[src/rtl/uart_latch_loader.sv]
// rtl/uart_latch_loader.sv - UART 8N1 receiver decoding A/B operand nibbles into latch save strobes
module uart_latch_loader #(
    parameter int          CLKS_PER_BIT = 1042,
    parameter logic [3:0]  CMD_A        = 4'hA,
    parameter logic [3:0]  CMD_B        = 4'hB
) (
    input  logic        clk,
    input  logic        reset_n,
    input  logic        rx,
    output logic [3:0]  data_out,
    output logic        save_a_n,
    output logic        save_b_n,
    output logic [7:0]  rx_byte,
    output logic        busy,
    output logic        frame_err,
    output logic        cmd_err
);

    localparam int CW = $clog2(CLKS_PER_BIT);
    localparam logic [CW-1:0] LAST = CW'(CLKS_PER_BIT - 1);
    localparam logic [CW-1:0] HALF = CW'(CLKS_PER_BIT / 2 - 1);

    typedef enum logic [2:0] {
        S_IDLE,
        S_START,
        S_DATA,
        S_STOP,
        S_APPLY,
        S_BREAK
    } state_t;

    state_t          state;
    state_t          next_state;
    logic            rx_meta;
    logic            rxs;
    logic [CW-1:0]   cnt;
    logic [2:0]      idx;
    logic [7:0]      shreg;
    logic            bit_tick;
    logic            half_tick;

    assign bit_tick  = (cnt == LAST);
    assign half_tick = (cnt == HALF);
    assign busy      = (state != S_IDLE);

    // Two-flop synchronizer; resets to the idle (high) line level
    always_ff @(posedge clk or negedge reset_n) begin
        if (!reset_n) begin
            rx_meta <= 1'b1;
            rxs     <= 1'b1;
        end else begin
            rx_meta <= rx;
            rxs     <= rx_meta;
        end
    end

    // State register
    always_ff @(posedge clk or negedge reset_n) begin
        if (!reset_n) begin
            state <= S_IDLE;
        end else begin
            state <= next_state;
        end
    end

    // Next-state logic: start validation at mid-bit, 8 data bits, stop check
    always_comb begin
        next_state = state;
        case (state)
            S_IDLE:  if (!rxs) next_state = S_START;
            S_START: if (half_tick) next_state = rxs ? S_IDLE : S_DATA;
            S_DATA:  if (bit_tick && idx == 3'd7) next_state = S_STOP;
            S_STOP:  if (bit_tick) next_state = rxs ? S_APPLY : S_BREAK;
            S_APPLY: next_state = S_IDLE;
            S_BREAK: if (rxs) next_state = S_IDLE;
            default: next_state = S_IDLE;
        endcase
    end

    // Bit timer restarts on every state change so each phase measures from its own entry
    always_ff @(posedge clk or negedge reset_n) begin
        if (!reset_n) begin
            cnt <= '0;
        end else if (state == S_IDLE || state != next_state || bit_tick) begin
            cnt <= '0;
        end else begin
            cnt <= cnt + 1'b1;
        end
    end

    // Data bit capture, LSB first
    always_ff @(posedge clk or negedge reset_n) begin
        if (!reset_n) begin
            idx   <= 3'd0;
            shreg <= 8'h00;
        end else if (state == S_START) begin
            idx <= 3'd0;
        end else if (state == S_DATA && bit_tick) begin
            shreg[idx] <= rxs;
            idx        <= idx + 1'b1;
        end
    end

    // Registered outputs: strobes and error pulses are asserted on the edge entering APPLY/BREAK
    // and drop on the next edge, so data_out is already stable for the whole low strobe
    always_ff @(posedge clk or negedge reset_n) begin
        if (!reset_n) begin
            data_out  <= 4'h0;
            save_a_n  <= 1'b1;
            save_b_n  <= 1'b1;
            rx_byte   <= 8'h00;
            frame_err <= 1'b0;
            cmd_err   <= 1'b0;
        end else begin
            save_a_n  <= 1'b1;
            save_b_n  <= 1'b1;
            frame_err <= 1'b0;
            cmd_err   <= 1'b0;
            if (state == S_STOP && bit_tick) begin
                if (rxs) begin
                    rx_byte <= shreg;
                    if (shreg[7:4] == CMD_A) begin
                        data_out <= shreg[3:0];
                        save_a_n <= 1'b0;
                    end else if (shreg[7:4] == CMD_B) begin
                        data_out <= shreg[3:0];
                        save_b_n <= 1'b0;
                    end else begin
                        cmd_err <= 1'b1;
                    end
                end else begin
                    frame_err <= 1'b1;
                end
            end
        end
    end

endmodule

[config.mk]
export PLATFORM = sky130hd
export DESIGN_NAME = uart_latch_loader
export DESIGN_NICKNAME = d
export VERILOG_FILES = /design/src/rtl/uart_latch_loader.sv
export SDC_FILE = /design/constraint.sdc
export NUM_CORES = 1
export LEC_CHECK = 0
export ABC_AREA = 1
export BUFFER_PORTS_ARGS = -buffer_cell sky130_fd_sc_hd__buf_2
export CAP_MARGIN = 20
export CORE_MARGIN = 2
export CORE_UTILIZATION = 58
export CTS_CLUSTER_DIAMETER = 120
export DETAILED_ROUTE_END_ITERATION = 8
export GPL_TIMING_DRIVEN = 0
export PLACE_DENSITY_LB_ADDON = 0.12
export SYNTH_ARGS = -nofsm -noshare
export SYNTH_HDL_FRONTEND = slang
export SYNTH_SLANG_ARGS = --single-unit
[constraint.sdc]
create_clock -name clk -period 1.8 [get_ports clk]
set_input_delay 0.27 -clock clk [delete_from_list [all_inputs] [get_ports clk]]
set_output_delay 0.27 -clock clk [all_outputs]
set_load 0.02 [all_outputs]
==> summary.txt <==
Die H -> 65.32 µm
antenna violations before repair -> 0
CP arrival -> 1970 ps
H-tree Lvls -> 2
io pins -> 20
start point of the worst hold path -> rx
Mapped Area -> 2181 µm²
total routed wirelength -> 4.043 mm
slew margin rel. -> 37.84%
top-area cell type share of the netlist area -> 44.75%
number of max-cap violations -> 0
TritonRoute pass-1 iters -> 4
post-route ant nets -> 0
PortBufs -> 19
fmax -> 0.5626 GHz
clock network power share -> 43.7%
worst-margin pin slew -> 932.3 ps
sequential fraction of the synthesis area -> 49.57%
Synth cell types -> 33
Critical Path RT -> 1990 ps
Avg Cell Area, Syn -> 8.865 µm²
Post-Synthesis Cells -> 246
vias -> 1681
P&R area growth vs syn -> 20.48%
WP buf/inv -> 3
share of cells above drive strength 1 -> 34.28%
grt total ovfl -> 0
CTS Buffer Depth -> 2
post-route clock skew -> 2.426 ps
clk sink count -> 43
Int Pwr -> 1.421 mW
post-synth top area cell -> dfrtp_1
Seq pwr share -> 54.7%
crit start category -> flop
dpl hpwl -> 2.802 mm
# fillers -> 280
chip width -> 65.32 µm
largest net degree at the start of global routing -> 44
Gate power share -> 1.6%
clk root buf -> clkbuf_8
register clock-pin slew on the reported worst setup and hold paths -> 80 ps
final period utilization -> 98.74%
outcome -> complete, no violations
fin nets -> 290
GR Util All Layers -> 20.89%
max incr delay on CP -> 400 ps
top-count cell post-synth -> nand2_1
flops & latches, synth -> 43
global-route wire length before repair -> 6.748 mm
core area -> 3633 µm²
# DRC -> 0
Mapped Nets -> 254
most frequent cells after synthesis -> 41 x nand2_1, 39 x dfrtp_1, 34 x inv_1
Net Switching -> 0.3514 mW
Inserted Clock Buffers -> 5
CP Class -> reg2reg
slowest CP cell -> dfrtp_1
Setup-failing EPs final -> 0
post-layout min period -> 1777 ps
antenna diode count -> 0
final hold violations -> 0
Synth area leaders -> dfrtp_1 45%, nand2_1 7.1%, inv_1 5.9%
vias per inst -> 5.079
Slew Viols, Final -> 0
worst hold path type -> in2reg
num rows -> 22
number of synthesized flops with an enable pin -> 0
clock latency at the later pin of the worst-skew pair -> 290 ps
synth warn -> 0
switch share -> 19.83%
CP max FO -> 5
WL/cell -> 12.21 µm
Top FF cell, synth -> dfrtp_1
RSZ-0062 raised after global routing -> yes
VDD IR max -> 0.4747 mV
vias in the first global route -> 1589
worst r2r src -> cnt[1]
Power Total -> 1.772 mW
CP startpoint -> cnt[1]
routability cong. -> 0.7731
worst-path cell chain -> inv_2 -> ha_4 -> inv_2 -> nor2_4 -> nand2_2 -> nor2_4 -> nand2_2 -> o21ai_2 -> nand3_2 -> nand2_4 -> clkbuf_16 -> nor2_2
P_leak -> 1.276 nW
PwrDens -> 674.4 nW/µm²
total die area -> 4267 µm²
initial DRC count -> 101
Setup crit end kind -> flop
hold_ws -> 65.06 ps
Synth async-reset ratio -> 100.0%
CTS tree -> yes
initial core utilization -> 60.02%
critical path's top delay family -> simple AND/OR/NAND/NOR gates
-- metrics by stage --
stage	util [%]	area, µm²	setup TNS, ps	setup slack (ps)	cells
after floorplan	-	2181	0	148.4	246
after global placement	64.29	2336	-640.2	-67.28	313
after detailed placement	64.29	2336	-792.7	-83.56	313
after CTS	68.39	2485	0	3.961	323
after global routing	72.31	2628	-680.7	-77.07	331
final	72.31	2628	0	22.61	331
-- repair_timing --
action / in CTS / in global routing
gates cloned: 0 / 1
pin swaps: 0 / 9
hold buffers: 0 / 0
endpoints found under the setup margin: 10 / 15
setup buffers: 2 / 7
gates resized for setup: 6 / 17
-- power by group through the flow --
stage / Combinational (mW) / Sequential, mW / Clock [mW]
6_report: 0.0280 / 0.970 / 0.774
5_1_grt: 0.0338 / 0.970 / 0.830
4_1_cts: 0.0298 / 0.970 / 0.787
3_5_place_dp: 0.0294 / 0.989 / 0
3_3_place_gp: 0.0294 / 0.989 / 0
2_1_floorplan: 0.00630 / 0.989 / 0
-- state kept, by name, summed over array words and instances, names as in the netlist --
signal / count
cmd_err: 1
cnt: 11
data_out: 4
frame_err: 1
idx: 3
rx_byte: 8
rx_meta: 1
rxs: 1
save_a_n: 1
save_b_n: 1
shreg: 8
state: 3
-- final cells by class --
class | count | area [µm²] | share of cell area (%)
Sequential cell | 43 | 1082 | 41.19
Clock inverter | 2 | 35.03 | 1.333
Clock buffer | 6 | 82.58 | 3.143
Multi-Input combinational cell | 162 | 991.0 | 37.71
Timing Repair Buffer | 29 | 187.7 | 7.143
Buffer | 3 | 43.79 | 1.667
Tap cell | 48 | 60.06 | 2.286
Inverter | 38 | 145.1 | 5.524
-- worst reg2reg max path: stages, from the launching register on --
cell and delay [ps]:
dfrtp_1 400, inv_2 120, ha_4 150, inv_2 40, nor2_4 90, nand2_2 70, nor2_4 140, nand2_2 80
o21ai_2 180, nand3_2 110, nand2_4 120, clkbuf_16 150, nor2_2 30
-- worst paths after layout --
kind	end	slack, ps	cells after the start
setup / recovery	cnt[5]	20	12
hold / removal	rx_meta	70	1
setup reg to reg	cnt[5]	20	12
hold reg to reg	rxs	360	0
max in group asynchronous	cnt[0]	1060	1
min in group asynchronous	data_out[3]	110	1
-- cell families after synthesis --
group           count (synthesis)  share of synthesized area (%)
buf+inv                        41                          8.261
compound gates                 30                          8.663
simple gates                  120                          27.83
xor+xnor                        7                          2.811
fa+ha+maj                       5                          2.869
flops                          43                          49.57
-- routing by layer --
layer / wire (µm) / share of wire, % / track usage [%]
met1: 1709 / 42 / 24.77
met2: 2104 / 52 / 36.22
met3: 126 / 3.1 / 4.110
met4: 104 / 2.6 / 10.16
met5: 0 / 0 / 0
-- cell usage in the layout (no fill, tap or decap), types with 2 or more instances in the layout --
cell	netlist	routed
xor2_1	6	6
dfrtp_1	39	38
nor2_1	29	25
o21ai_0	7	7
nor3_1	4	4
buf_4	0	9
nand4_1	4	4
nand3_2	1	4
nor4_1	2	2
nand2_2	6	8
nand2_4	1	3
o21ai_2	7	8
inv_2	2	4
buf_2	0	19
dfstp_2	4	4
nor2_4	3	5
nand3_1	12	9
ha_1	5	4
o31ai_1	2	2
clkbuf_8	0	6
nand2_1	41	37
nor2_2	14	16
buf_12	1	2
a21oi_1	10	10
inv_1	34	32
Note: power is estimated with default switching activity, not from simulation.
